[src/rtl/cfg_mem_write_arbiter.sv]
// Arbitrates the config/readback memory write port between the SPI path and a
// buffered on-chip status writer. SPI writes always win and cancel stale entries.
module cfg_mem_write_arbiter #(
  parameter int unsigned ADDR_W      = 8,
  parameter int unsigned DATA_W      = 8,
  parameter int unsigned FIFO_DEPTH  = 4,
  parameter int unsigned MEM_BYTES   = 66,
  parameter bit          DEFER_ON_SS = 1'b1
) (
  input  logic                         SCLK,
  input  logic                         RESET,
  input  logic                         SS,
  input  logic                         spi_we,
  input  logic [ADDR_W-1:0]            spi_addr,
  input  logic [DATA_W-1:0]            spi_data,
  input  logic                         int_req,
  input  logic [ADDR_W-1:0]            int_addr,
  input  logic [DATA_W-1:0]            int_data,
  output logic                         int_ready,
  output logic                         mem_we,
  output logic [ADDR_W-1:0]            mem_addr,
  output logic [DATA_W-1:0]            mem_data,
  output logic                         mem_src,
  output logic [$clog2(FIFO_DEPTH):0]  fifo_count,
  output logic [7:0]                   drop_count,
  output logic                         busy
);

  localparam int unsigned PTR_W = $clog2(FIFO_DEPTH);
  localparam int unsigned CNT_W = PTR_W + 1;
  localparam logic [CNT_W-1:0] FULL_CNT = CNT_W'(FIFO_DEPTH);

  logic [FIFO_DEPTH-1:0] entValid_q, entValid_d;
  logic [ADDR_W-1:0]     entAddr_q [FIFO_DEPTH];
  logic [DATA_W-1:0]     entData_q [FIFO_DEPTH];
  logic [PTR_W-1:0]      wrPtr_q, wrPtr_d;
  logic [PTR_W-1:0]      rdPtr_q, rdPtr_d;
  logic [CNT_W-1:0]      count_q, count_d;
  logic [7:0]            dropCount_q, dropCount_d;
  logic                  memWe_q, memWe_d;
  logic [ADDR_W-1:0]     memAddr_q, memAddr_d;
  logic [DATA_W-1:0]     memData_q, memData_d;
  logic                  memSrc_q, memSrc_d;

  logic       spiInRange, spiHit, spiDrop;
  logic       intInRange, push, store, pushDrop;
  logic       pop, headValid, popValid, popCancel;
  logic [1:0] dropInc;
  logic [8:0] dropSum;

  assign spiInRange = (32'(spi_addr) < MEM_BYTES);
  assign intInRange = (32'(int_addr) < MEM_BYTES);

  assign spiHit   = spi_we && spiInRange;
  assign spiDrop  = spi_we && !spiInRange;

  // Acceptance depends on occupancy only, so a full FIFO refuses a push even while popping.
  assign int_ready = (count_q < FULL_CNT);
  assign push      = int_req && int_ready;
  assign store     = push && intInRange;
  assign pushDrop  = push && !intInRange;

  assign pop       = !spi_we && (count_q != '0) && (!DEFER_ON_SS || SS);
  assign headValid = entValid_q[rdPtr_q];
  assign popValid  = pop && headValid;
  assign popCancel = pop && !headValid;

  always_comb begin
    entValid_d = entValid_q;
    for (int unsigned i = 0; i < FIFO_DEPTH; i++) begin
      if (spiHit && (entAddr_q[i] == spi_addr)) begin
        entValid_d[i] = 1'b0;
      end
    end
    if (pop) begin
      entValid_d[rdPtr_q] = 1'b0;
    end
    // A same-cycle push to the SPI address is born cancelled.
    if (store) begin
      entValid_d[wrPtr_q] = !(spiHit && (int_addr == spi_addr));
    end
  end

  always_comb begin
    wrPtr_d = wrPtr_q;
    rdPtr_d = rdPtr_q;
    count_d = count_q;
    if (store) begin
      wrPtr_d = wrPtr_q + PTR_W'(1);
    end
    if (pop) begin
      rdPtr_d = rdPtr_q + PTR_W'(1);
    end
    case ({store, pop})
      2'b10:   count_d = count_q + CNT_W'(1);
      2'b01:   count_d = count_q - CNT_W'(1);
      default: count_d = count_q;
    endcase
  end

  always_comb begin
    dropInc     = 2'(spiDrop) + 2'(pushDrop) + 2'(popCancel);
    dropSum     = {1'b0, dropCount_q} + 9'(dropInc);
    dropCount_d = dropSum[8] ? 8'hFF : dropSum[7:0];
  end

  // Pop never coincides with spi_we, so at most one source writes per cycle.
  always_comb begin
    memWe_d   = 1'b0;
    memAddr_d = memAddr_q;
    memData_d = memData_q;
    memSrc_d  = memSrc_q;
    if (spiHit) begin
      memWe_d   = 1'b1;
      memAddr_d = spi_addr;
      memData_d = spi_data;
      memSrc_d  = 1'b0;
    end else if (popValid) begin
      memWe_d   = 1'b1;
      memAddr_d = entAddr_q[rdPtr_q];
      memData_d = entData_q[rdPtr_q];
      memSrc_d  = 1'b1;
    end
  end

  always_ff @(posedge SCLK or posedge RESET) begin
    if (RESET) begin
      entValid_q  <= '0;
      wrPtr_q     <= '0;
      rdPtr_q     <= '0;
      count_q     <= '0;
      dropCount_q <= '0;
      memWe_q     <= 1'b0;
      memAddr_q   <= '0;
      memData_q   <= '0;
      memSrc_q    <= 1'b0;
    end else begin
      entValid_q  <= entValid_d;
      wrPtr_q     <= wrPtr_d;
      rdPtr_q     <= rdPtr_d;
      count_q     <= count_d;
      dropCount_q <= dropCount_d;
      memWe_q     <= memWe_d;
      memAddr_q   <= memAddr_d;
      memData_q   <= memData_d;
      memSrc_q    <= memSrc_d;
    end
  end

  always_ff @(posedge SCLK or posedge RESET) begin
    if (RESET) begin
      for (int unsigned i = 0; i < FIFO_DEPTH; i++) begin
        entAddr_q[i] <= '0;
        entData_q[i] <= '0;
      end
    end else if (store) begin
      entAddr_q[wrPtr_q] <= int_addr;
      entData_q[wrPtr_q] <= int_data;
    end
  end

  assign mem_we     = memWe_q;
  assign mem_addr   = memAddr_q;
  assign mem_data   = memData_q;
  assign mem_src    = memSrc_q;
  assign fifo_count = count_q;
  assign drop_count = dropCount_q;
  assign busy       = (count_q != '0);

endmodule

[config.mk]
export PLATFORM = sky130hd
export DESIGN_NAME = cfg_mem_write_arbiter
export DESIGN_NICKNAME = d
export VERILOG_FILES = /design/src/rtl/cfg_mem_write_arbiter.sv
export SDC_FILE = /design/constraint.sdc
export NUM_CORES = 1
export LEC_CHECK = 0
export BUFFER_PORTS_ARGS = -buffer_cell sky130_fd_sc_hd__clkbuf_2
export CORE_MARGIN = 5
export CORE_UTILIZATION = 56
export CTS_CLUSTER_DIAMETER = 30
export DETAILED_ROUTE_END_ITERATION = 8
export GPL_TIMING_DRIVEN = 0
export HOLD_SLACK_MARGIN = 0.02
export PLACE_DENSITY = 0.78
export SLEW_MARGIN = 25
export SYNTH_ARGS = -nofsm -noshare
export SYNTH_HDL_FRONTEND = slang
export SYNTH_SLANG_ARGS = --single-unit
[constraint.sdc]
create_clock -name SCLK -period 3.4 [get_ports SCLK]
set_input_delay 0.51 -clock SCLK [delete_from_list [all_inputs] [get_ports SCLK]]
set_output_delay 0.51 -clock SCLK [all_outputs]
set_load 0.005 [all_outputs]
---- After elaboration in Yosys (flattened, before gate mapping) ----
Index checks and enable logic that the tools add are counted.
operators by class
  add/subtract/negate cells ............... 7
  multiplexer cells ....................... 33
  $lt $le $gt $ge ......................... 10
  reductions and logical operators ........ 25
  equal/unequal tests ..................... 7
  bitwise operators ....................... 4
operators by type and width
  cell                 count
  $mux 8               10
  $bwmux 32            2
  $eq 8x8->1           5
  $bmux 8 s2           2
  $logic_and 1x1->1    17
  $demux 8 s2          1
  $lt 8x7->1 const B   2
  $mux 1               11
  $add 8x2->9          1
  $mux 4               2
  $ge 3x3->1 const B   2
  $lt 2x3->1 const B   2
  $not 2->3            2
  $pmux 3 s2           1
  $logic_not 1->1      5
  $add 2x1->2 const B  2
  $and 4x4->4          1
  $bwmux 4             1
  $demux 1 s2          2
  $ge 2x1->1 const B   2
  $not 4->4            1
  $reduce_bool 2->1    2
  $add 3x1->3 const B  1
  $lt 3x1->1 const B   1
  8 further kinds      8
storage, ports and cells
  flip-flop bits (word level) ............. 101
  output and inout port bits .............. 31

---- Depth between registers and ports, before layout ----
Gate-level depths: netlist of the first run.
  depth in word-level cells ............... 9
  depth in mapped cells ................... 12
  mapped depth without buffers ............ 11

---- Worst setup path after synthesis of the first run ----
OpenSTA, ideal clock, no wires.
  kind .................................... flip-flop to flip-flop
  start point ............................. reg count_q[2] (netlist: fifo_count[2])
  end point ............................... reg dropCount_q[0] (netlist: drop_count[0])
  stages on the path, launching flop included .. 13
  clock period less this slack ............ 3.135 ns
  library setup time ...................... 0.124 ns
  path slack .............................. 0.265 ns
  arrival ................................. 3.010 ns
  cell sequence ........................... dfrtp_1 -> or3_1 -> clkbuf_1 -> and2_0 -> clkbuf_1 -> nor2b_1 -> fa_1 -> ha_1 -> fa_1 -> and3_1 -> and3_1 -> nand3_1 -> nand2b_1
on the way
  cells in the longest elaborated chain, start to end .. 7
  elaborated cells on any way between the ends .. 11
RTL lines
  item                            RTL line  text
  start, declared                 38        logic [CNT_W-1:0] count_q, count_d;
  start signal, assigned          141       count_q <= count_d;
  $reduce_bool 3->1               --
  via busy                        26        output logic busy
  $logic_and 1x1->1 (2 in a row)  63        assign pop = !spi_we && (count_q != '0) && (!DEFER_ON_SS || SS);
  $logic_and 1x1->1               66        assign popCancel = pop && !headValid;
  $add 2x1->2                     102       dropInc = 2'(spiDrop) + 2'(pushDrop) + 2'(popCancel);
  $add 8x2->9                     103       dropSum = {1'b0, dropCount_q} + 9'(dropInc);
  $mux 8                          104       dropCount_d = dropSum[8] ? 8'hFF : dropSum[7:0];
  via dropCount_d[0]              39        logic [7:0] dropCount_q, dropCount_d;
  end signal, assigned            142       dropCount_q <= dropCount_d;
  end, declared                   39
The timed path passes the listed nets, and every way through them passes these cells.
A chain may end at the register's enable or synchronous reset.

---- Worst setup path after layout of the first run ----
  start point ............................. reg rdPtr_q[0]
  end point ............................... reg dropCount_q[3] (netlist: drop_count[3])
on the way
  cells in the longest elaborated chain, start to end .. 7
RTL lines
  item                          RTL line  text
  start, declared               37        logic [PTR_W-1:0] rdPtr_q, rdPtr_d;
  start signal, assigned        140       rdPtr_q <= rdPtr_d;
  $bmux 1 s2                    64        assign headValid = entValid_q[rdPtr_q];
  $mux 1 (implied by the code)  64
  $logic_not 1->1               66
  $logic_and 1x1->1             66
  $add 2x1->2                   102
  $add 8x2->9                   103
  $mux 8                        104
  via dropCount_d[3]            39
The timed path passes the listed nets, and every way through them passes these cells. The select of a mux whose other input is x is not followed.

==> impl_results.md, run 1 <==
- Outcome: finished clean
- Fin Hold WS: 0.1398 ns
- Post-synth top area cell: dfrtp_1
- Global route overflow: 0
- Worst Skew: 0.01137 ns
- Clk sink count: 101
- Synth Area in Adders: 3.763%
- Synth Area in Compound Gates: 4.692%
- Met3 GRT Util: 3.612%
- Die area: 11420 um2
- Max_cap viols: 0
- Avg Vias per Cell: 5.721
- Net Count, Synth: 457
- Maximum vdd drop: 0.0004013 V
- Clock buffer depth: 2
- Routed vias: 3381
- Fin util: 64.75%
- CP max-delay cell: mux4_2
- # setup viols final: 0
- Tmin final: 3.257 ns
- CP Launch Type: flip-flop
- Critical Path AT: 3.51 ns
- I/O pins: 68
- Vias in the first global route: 3681
- Total CTS buffers: 9
- Setup Fix Bufs, Post-CTS: 0
- Area Growth Syn to Fin: 13.34%
- Setup WS post-layout: 0.1430 ns
- Design Area, Final: 5954 um2
- Most common cell in the netlist: dfrtp_1
- Main synth FF type: dfrtp_1
- Post-synthesis cell count: 406
- Die Y: 106.9 um
- Delay-heaviest family, CP: adder cells
- EDFF count, synth: 0
- Final period util: 95.79%
- R2R cell count: 10
- Critical Path RT: 3.66 ns
- Largest net degree at the start of global routing: 57
- Dpl cells: 577
- Yosys Warn Count: 0
- Setup TNS: 0 ns
- Global-route wire length before repair: 19.01 mm
- Post-DRT Antenna Nets: 0
- Cts hold-fix bufs: 0
- Core area: 9196 um2
- GRT Max-Usage Layer: met2
- List of most frequent post-synthesis cells: 101 x dfrtp_1, 48 x xnor2_1, 37 x mux2_2, 24 x mux2_4, 20 x nand2_1
- Gr usage total: 21.62%
- Initial DRT Pass Iterations: 4
- Clk Latency, worst-skew pair: 0.37 ns
- Max_slew headroom: 54.26%
- Post-synth top area share: 48.11%
- Area contributors post-synth: dfrtp_1 48%, xnor2_1 8.0%, mux2_2 7.9%
- Mapped Area: 5254 um2
- Final Hold Viols: 0
- Crit-path max FO: 9
- Layout cells sized above 1: 35.42%
- Post-synthesis sequential area ratio: 48.11%
- Die extent in x: 106.9 um
- Pre-CTS setup slack: -0.1450 ns
- Grt met2 use: 35.30%
- Fill cells: 719
- WL/cell: 19.51 um
- Hpwl dp: 8.243 mm
- Initial antenna violation count: 0
- Placer congestion estimate: 0.8591
- Met1 Use GR: 29.06%
- Pins Over Slew Limit: 0
- Multiplexer share of the synthesized area: 23.03%
- Design Power: 4.784 mW
- XOR/XNOR Fraction of Synth Area: 8.169%
- Synth Register Bits: 101
- Post-layout net count: 527
- Largest family of logic cells by synthesized area: multiplexers
- Crit-path cells: buf_6 > mux4_2 > nor2b_1 > fa_1 > ha_1 > fa_1 > and3_1 > and3_1 > nand3_2 > nand2_1
- WP depth: 10
- I/O Buffers: 59
- # H-tree levels: 3
- Critical path class: flip-flop to flip-flop
- CP endpoint kind: flip-flop
- Rows: 35
- CTS clk-pin slew, worst paths: 0.10 ns
- DRC violations left: 0
- Simple-gate share of the synthesized area: 8.597%
- WP buf/inv: 1
- Async set-reset flop share out of synthesis: 100.0%
- DRT Wirelength: 11.53 mm
- Worst-margin pin slew: 0.6861 ns
- Slowest stage delay, CP: 0.57 ns
- Finished Layout Cells: 591
- Netlist cell types: 37
- Fmax: 0.3070 GHz
- Number of diodes: 0
- Syn_area_per_cell: 12.94 um2
- LEAKAGE: 2.864 nW
- DRT iter0 DRCs: 183
- Area after DPL: 5720 um2
- Root Buffer: clkbuf_8
- Hold/Removal Path Class: input port to asynchronous set/reset pin
- Starting Density: 57.13%
- CTS tree: yes
- Power Density: 803.5 nW/um2
==> routing by layer <==
layer / up-vias / part of all wire (%)
met5: - / 0
met4: 0 / 2.1
met3: 19 / 5.3
met2: 98 / 49
met1: 1695 / 44
li1: 1569 / -
==> cell type report <==
cell class / count / area [um2] / area share (%)
clock buffer: 10 / 137.6 / 2.311
tap: 111 / 138.9 / 2.332
timing repair buffer: 60 / 322.8 / 5.421
multi-input combinational: 263 / 2545 / 42.74
clock inverter: 5 / 83.83 / 1.408
buffer: 23 / 126.4 / 2.122
inverter: 18 / 72.57 / 1.219
sequential: 101 / 2527 / 42.45
==> where the power goes <==
| part | leakage (nW) | switching, mW | internal [mW] |
|---|---|---|---|
| Combinational | 1.46 | 0.771 | 1.06 |
| Sequential | 1.29 | 0.388 | 1.71 |
| Clock | 0.110 | 0.415 | 0.434 |
==> placed cells by master (no fill, tap or decap), types with 4 or more instances in the layout <==
cell / count
o311ai_0: 4
mux2_4: 24
buf_6: 5
clkbuf_8: 10
mux4_2: 17
mux2i_1: 5
and2_1: 4
clkbuf_1: 14
o21ai_0: 10
xnor2_1: 48
and3_1: 4
dfrtp_1: 101
nand4_1: 10
a21oi_1: 5
nand2_1: 20
nand2_4: 4
clkbuf_2: 59
a22oi_1: 15
nand3_1: 16
nor2b_1: 4
inv_1: 17
mux2_2: 37
ha_1: 11
nor2_1: 7
==> state kept, by name (all words and copies together), names as in the netlist <==
name and flops:
entValid_q 4, mem_we 1, rdPtr_q 2, drop_count 8, mem_addr 8, mem_src 1
entData_q 32, fifo_count 3, mem_data 8, entAddr_q 32, wrPtr_q 2
==> path summary, 6_finish.rpt <==
kind | to | from | slack [ns]
setup / recovery | drop_count[3] | rdPtr_q[0] | 0.14
hold / removal | mem_data[6] | RESET | 0.14
setup reg to reg | drop_count[3] | rdPtr_q[0] | 0.14
hold reg to reg | mem_data[7] | mem_data[7] | 0.50
max in group asynchronous | entAddr_q[1] | RESET | 2.63
min in group SCLK | mem_data[7] | spi_data[7] | 0.37
==> cell families (layout without fill, tap and decap cells) <==
logic type | count (synthesis) | count (layout)
flops | 101 | 101
mux | 83 | 83
simple gates | 81 | 81
xor+xnor | 49 | 49
buf+inv | 42 | 116
compound gates | 36 | 36
fa+ha+maj | 14 | 14
==> what timing repair did <==
| item | in CTS | in global routing |
|---|---|---|
| resized for setup | 2 | 2 |
| setup endpoints to repair | 6 | 8 |
| cloned | 0 | 0 |
| hold endpoints to repair | 0 | 0 |
(Power assumes the default switching activity.)
==> run 2: changes to the inputs <==
Settings changed: CORE_ASPECT_RATIO set to 0.9, MAX_ROUTING_LAYER set to met4, SLEW_MARGIN 25 to not set.
==> impl_results.md, run 2 (synthesis gave the netlist of run 1 again) <==
- Global route overflow: 0 (unchanged)
- Fin util: 65.30% (+0.55 points)
- DRT iter0 DRCs: 190 (+3.8%)
- Maximum vdd drop: 0.0004831 V (+20%)
- CTS clk-pin slew, worst paths: 0.10 ns (about the same)
- Fmax: 0.3110 GHz (+1.3%)
- Worst Skew: 0.006643 ns (-0.004724 ns)
- Pins Over Slew Limit: 0 (unchanged)
- I/O Buffers: 59 (unchanged)
- Finished Layout Cells: 602 (+1.9%)
- Max_cap viols: 0 (unchanged)
- Clock buffer depth: 2 (unchanged)
- Design Power: 4.752 mW (-0.67%)
- Combinational share of power: 38.2% (about the same)
- Setup Fix Bufs, Post-CTS: 0 (unchanged)
- Dpl cells: 588 (+1.9%)
- Hold/Removal Path Class: input port to asynchronous set/reset pin
- Critical path class: flip-flop to flip-flop
- P_sw: 1.546 mW (-1.8%)
- Worst-margin pin slew: 0.6555 ns (-0.03061 ns)
- Layout cells sized above 1: 35.21% (-0.21 points)
- Sequential share of power: 44.1% (+0.2 points)
- Final Hold Viols: 0 (unchanged)
- Clock power frac: 17.6% (about the same)
- I/O pins: 68 (unchanged)
- Total CTS buffers: 9 (unchanged)
- Rows: 33 (-5.7%)
- Final period util: 94.57% (-1.2 points)
- Vias in the first global route: 3648 (-0.90%)
- Area Growth Syn to Fin: 13.41% (about the same)
- Number of diodes: 0 (unchanged)
- Met3 GRT Util: 4.381% (+0.77 points)
- Max_slew headroom: 56.30% (+2.0 points)
- Met1 Use GR: 29.81% (+0.74 points)
- CP Launch Type: flip-flop
- Design Area, Final: 5958 um2 (about the same)
- Int Power: 3.206 mW (-0.14%)
- Root Buffer: clkbuf_8
- Initial antenna violation count: 0 (unchanged)
- Power Density: 797.5 nW/um2 (-0.74%)
- Hpwl dp: 8.130 mm (-1.4%)
- CP endpoint kind: flip-flop
- Crit-path max FO: 9 (unchanged)
- Gr usage total: 22.11% (+0.49 points)
- LEAKAGE: 2.859 nW (-0.17%)
- Global-route wire length before repair: 19.10 mm (+0.47%)
- Area after DPL: 5732 um2 (+0.20%)
- Post-layout net count: 527 (unchanged)
- # H-tree levels: 3 (unchanged)
- Most common cell after layout, fill and taps aside: dfrtp_1
- WL/cell: 19.16 um (-1.8%)
- Commonest non-fill, non-tap cells in the layout: 101 x dfrtp_1, 59 x clkbuf_2, 48 x xnor2_1, 37 x mux2_2, 24 x mux2_4
- Clk sink count: 101 (unchanged)
- Starting Density: 57.58% (+0.45 points)
- Placer congestion estimate: 0.8881 (+3.4%)
- Initial DRT Pass Iterations: 4 (unchanged)
- Die area: 11420 um2 (about the same)
- Grt met2 use: 35.55% (+0.25 points)
- Avg Vias per Cell: 5.681 (-0.69%)
- Clk Latency, worst-skew pair: 0.37 ns (about the same)
- Tmin final: 3.215 ns (-0.04172 ns)
- DRT Wirelength: 11.54 mm (about the same)
- DRC violations left: 0 (unchanged)
- Top Registers: entAddr_q x32, entData_q x32
- Critical Path RT: 3.66 ns (about the same)
- Routed vias: 3420 (+1.2%)
- Post-DRT Antenna Nets: 0 (unchanged)
- Die Y: 101.9 um (-4.7%)
- Sw frac: 32.53% (-0.36 points)
- Die extent in x: 112.1 um (+4.9%)
- Outcome: finished clean
- CTS tree: yes
- Largest net degree at the start of global routing: 76 (+33%)
- Critical Path AT: 3.47 ns (-0.04 ns)
- GRT Max-Usage Layer: met2
- Core area: 9125 um2 (-0.78%)
- # setup viols final: 0 (unchanged)
- RSZ-0062 raised after global routing: false
## run 2: cell type report
type / count / area (um2)
Tap cell: 122 / 152.6
Timing Repair Buffer: 60 / 322.8
Multi-Input combinational cell: 263 / 2545
Sequential cell: 101 / 2527
Inverter: 18 / 70.07
Fill cell: 714 / 3167
Buffer: 23 / 126.4
Clock buffer: 11 / 141.4
Clock inverter: 4 / 72.57
## run 2: path summary, 6_finish.rpt
kind	from	endpoint	slack, ns	cells after the start
worst max-delay path	rdPtr_q[0]	drop_count[7]	0.18	10
worst min-delay path	RESET	mem_addr[0]	0.1	2
worst max register to register	rdPtr_q[0]	drop_count[7]	0.18	10
worst min register to register	mem_data[0]	mem_data[0]	0.50	2
max in group asynchronous	RESET	entAddr_q[17]	2.63	3
min in group SCLK	spi_data[1]	mem_data[1]	0.37	3
## run 2: power groups by stage
stage,Sequential [mW],Clock [mW],Combinational (mW)
after detailed placement,2.11,0,1.82
after floorplan,2.03,0,1.35
final,2.10,0.838,1.82
after global placement,2.07,0,1.76
after global routing,2.16,0.904,2.01
after CTS,2.09,0.854,1.84
## run 2: critical path: stages, from the launching register on
cell,delay [ns]
dfrtp_1,0.40
buf_6,0.19
mux4_2,0.57
nor2b_1,0.17
fa_1,0.45
ha_1,0.25
fa_1,0.40
and3_1,0.24
nand3_1,0.11
nand2_1,0.06
mux2_2,0.26
## run 2: routing by layer
metal	routed length, um	vias to the layer above
met5	0	-
met4	121	0
li1	-	1565
met2	5684	90
met1	5036	1751
met3	694	14
## run 2: what timing repair did
| action | in CTS | in global routing |
|---|---|---|
| gates cloned | 0 | 0 |
| endpoints found under the setup margin | 6 | 8 |
| resized for setup | 2 | 2 |
| hold endpoints to repair | 0 | 0 |
| hold buffers | 0 | 0 |
| pin swaps | 0 | 0 |
## run 2: metrics by stage
stage | setup WS [ns] | hold slack (ns) | TNS, ns
5_1_grt | 0.03851 | 0.1342 | 0
2_1_floorplan | 0.2429 | 0.4738 | 0
6_report | 0.1847 | 0.09862 | 0
4_1_cts | 0.07309 | 0.1066 | 0
3_3_place_gp | -0.8224 | 0.4743 | -83.07
3_5_place_dp | -0.1470 | 0.4810 | -0.7334
==> run 3: changes to the inputs <==
Settings changed: ABC_AREA set to 1, CTS_CLUSTER_DIAMETER 30 to 120, PLACE_DENSITY 0.78 to 0.77.
==> impl_results.md, run 3 <==
- Outcome: finished clean
- DRC violations left: 0 (unchanged)
- R2R cell count: 14 (+4)
- Area contributors post-synth: dfrtp_1 46%, nand2_1 18%, o21ai_0 8.1%
- Die extent in x: 114.5 um (+2.1%)
- Die area: 11910 um2 (+4.3%)
- Net Count, Synth: 792 (+73%)
- Post-synth top area cell: dfrtp_1
- Design Area, Final: 6241 um2 (+4.7%)
- CP endpoint kind: flip-flop
- Multi-input gate area: 2494 um2 (-2.0%)
- Avg Vias per Cell: 5.433 (-4.4%)
- Main synth FF type: dfrtp_1
- Vias in the first global route: 5232 (+43%)
- Mapped Area: 5504 um2 (+4.8%)
- Gr usage total: 26.95% (+4.8 points)
- Clock buffer depth: 2 (unchanged)
- Yosys Warn Count: 0 (unchanged)
- Setup WS post-layout: 0.5055 ns (+0.3208 ns)
- DRT Wirelength: 15.05 mm (+30%)
- Crit-path cells: buf_2 > inv_2 > nand2_1 > o21ai_1 > nor2_1 > fa_1 > ha_1 > fa_1 > nand3_1 > inv_1 > nand3_1 > nor2_1 > nand2_1 > o21ai_0
- CTS clk-pin slew, worst paths: 0.12 ns (+0.02 ns)
- Routed vias: 5156 (+51%)
- Fill cells: 862 (+21%)
- Slowest stage delay, CP: 0.44 ns (-0.13 ns)
- Placer congestion estimate: 0.9301 (+4.7%)
- Final Hold Viols: 0 (unchanged)
- Global route overflow: 0 (unchanged)
- List of most frequent post-synthesis cells: 268 x nand2_1, 101 x dfrtp_1, 89 x o21ai_0, 78 x inv_1, 52 x nor2_1
- WL/cell: 15.85 um (-17%)
- Setup Fix Bufs, Post-CTS: 0 (unchanged)
- Crit-path max FO: 10 (+1)
- Area after DPL: 6017 um2 (+5.0%)
- Worst-margin pin slew: 0.7107 ns (+0.05526 ns)
- Sequential standard cell area: 2527 um2 (unchanged)
- Post-synth top area share: 45.92% (-2.2 points)
- CP Launch Type: flip-flop
- Die Y: 104.1 um (+2.1%)
- Core area: 9657 um2 (+5.8%)
- Power Density: 784.1 nW/um2 (-1.7%)
- Critical Path AT: 3.16 ns (-0.31 ns)
- Initial antenna violation count: 0 (unchanged)
- Post-DRT Antenna Nets: 0 (unchanged)
- Netlist cell types: 33 (-11%)
- Most common cell in the netlist: nand2_1
- Clk sink count: 101 (unchanged)
- Top Registers: entAddr_q x32, entData_q x32
- Starting Density: 57.00% (-0.58 points)
- # setup viols final: 0 (unchanged)
- RSZ-0062 raised after global routing: false
- Tmin final: 2.894 ns (-0.3208 ns)
- WP buf/inv: 3 (+2)
- Worst Skew: 0.01380 ns (+0.007160 ns)
- CTS tree: yes
- Reg2reg start: rdPtr_q[1]
- Critical path class: flip-flop to flip-flop
- Pins Over Slew Limit: 0 (unchanged)
- Hold/Removal Path Class: input port to asynchronous set/reset pin
- Delay-heaviest family, CP: adder cells
- # H-tree levels: 3 (unchanged)
- Commonest non-fill, non-tap cells in the layout: 268 x nand2_1, 101 x dfrtp_1, 89 x o21ai_0, 77 x inv_1, 65 x clkbuf_2
- Initial DRT Pass Iterations: 5 (+1)
- Synth Register Bits: 101 (unchanged)
- Max_cap viols: 0 (unchanged)
- Post-layout net count: 869 (+65%)
- Largest net degree at the start of global routing: 55 (-28%)
- Global-route wire length before repair: 25.02 mm (+31%)
- Post-CTS resize count: 0 (-2)
- Post-synthesis cell count: 741 (+83%)
- Reg2Reg Setup Slack: 0.51 ns (+0.32 ns)
- DRT iter0 DRCs: 485 (+160%)
- Clk Latency, worst-skew pair: 0.38 ns (about the same)
- Critical Path RT: 3.66 ns (about the same)
- I/O pins: 68 (unchanged)
- Number of diodes: 0 (unchanged)
- Cts hold-fix bufs: 0 (unchanged)
- EDFF count, synth: 0 (unchanged)
- Maximum vdd drop: 0.0004437 V (-8.2%)
- Root Buffer: clkbuf_8
- LEAKAGE: 3.350 nW (+17%)
- Rows: 34 (+3.0%)
- Total CTS buffers: 9 (unchanged)
- Async set-reset flop share out of synthesis: 100.0% (unchanged)
- Layout cells sized above 1: 15.80% (-19 points)
- Syn_area_per_cell: 7.428 um2 (-43%)
- Post-synthesis sequential area ratio: 45.92% (-2.2 points)
- I/O Buffers: 65 (+10%)
- Hpwl dp: 10.77 mm (+32%)
- Worst R2R End: drop_count[6]
- Fmax: 0.3455 GHz (+11%)
- Pre-CTS setup slack: 0.2777 ns (+0.4247 ns)
- Max_slew headroom: 52.62% (-3.7 points)
- Most common cell after layout, fill and taps aside: nand2_1
- Final period util: 85.13% (-9.4 points)
- CP max-delay cell: fa_1
- Area Growth Syn to Fin: 13.39% (about the same)
-- run 3: cell types whose count changed in the layout (fill, tap and decap cells not counted), sizes merged, moves of 22 or more --
cell / previous run / this run
inv: 18 / 90
mux2: 61 / 0
nor2: 7 / 54
xnor2: 48 / 2
o21ai: 11 / 99
a21oi: 5 / 27
nand2: 24 / 273
-- run 3: worst max-delay path by stage --
stage                           start       endpoint  depth (start not counted)
after floorplan                 RESET  drop_count[0]                          1
after global placement          RESET  entAddr_q[18]                          2
after global routing       rdPtr_q[1]  drop_count[6]                         14
after detailed placement  spi_addr[2]  drop_count[6]                         14
after CTS                  rdPtr_q[1]  drop_count[6]                         14
final                      rdPtr_q[1]  drop_count[6]                         14
-- run 3: power by group --
group          total [mW]  switching (mW)  internal, mW
sequential           2.08           0.378          1.70
clock               0.851           0.485         0.366
combinational        1.96            1.21         0.752
-- run 3: per-layer routing --
layer  part of all wire [%]  track usage (%)
met1                     42            34.22
met5                      0                -
met3                    7.3            6.632
met2                     48            42.27
met4                    2.7            8.906
-- run 3: logic make-up after synthesis --
group / Yosys count / synth area share (%)
XOR/XNOR: 6 / 0.9548
flip-flops: 101 / 45.92
adder cells (fa/ha/maj): 14 / 3.592
AND/OR/NAND/NOR: 370 / 28.07
AO/OA/AOI/OAI: 136 / 12.68
buffers and inverters: 114 / 8.775
-- run 3: stage by stage --
stage                     hold slack [ns]  TNS [ns]  util [%]  total power [mW]  std cells
final                              0.1883         0     64.63             4.893        949
after global routing               0.2431         0     64.63             5.312        949
after CTS                          0.2083         0     64.63             4.881        949
after detailed placement           0.4684         0     62.31             4.034        933
after global placement             0.4608    -92.92     62.00             3.915        932
after floorplan                    0.4478         0         -             3.337        741
-- run 3: worst register-to-register path: cells and delay by family, from the launching register on --
family / cells / cell delay (ns)
adder cells (fa/ha/maj): 3 / 1.09
AND/OR/NAND/NOR: 6 / 0.55
buffers and inverters: 3 / 0.51
flip-flops: 1 / 0.41
AO/OA/AOI/OAI: 2 / 0.23
-- run 3: layout make-up --
| class | count | area share, % |
|---|---|---|
| buffer | 28 | 2.486 |
| clock buffer | 9 | 1.985 |
| clock inverter | 7 | 1.604 |
| inverter | 86 | 5.293 |
| multi-input combinational | 526 | 39.96 |
| sequential | 101 | 40.50 |
| tap | 126 | 2.526 |
| timing repair buffer | 66 | 5.654 |
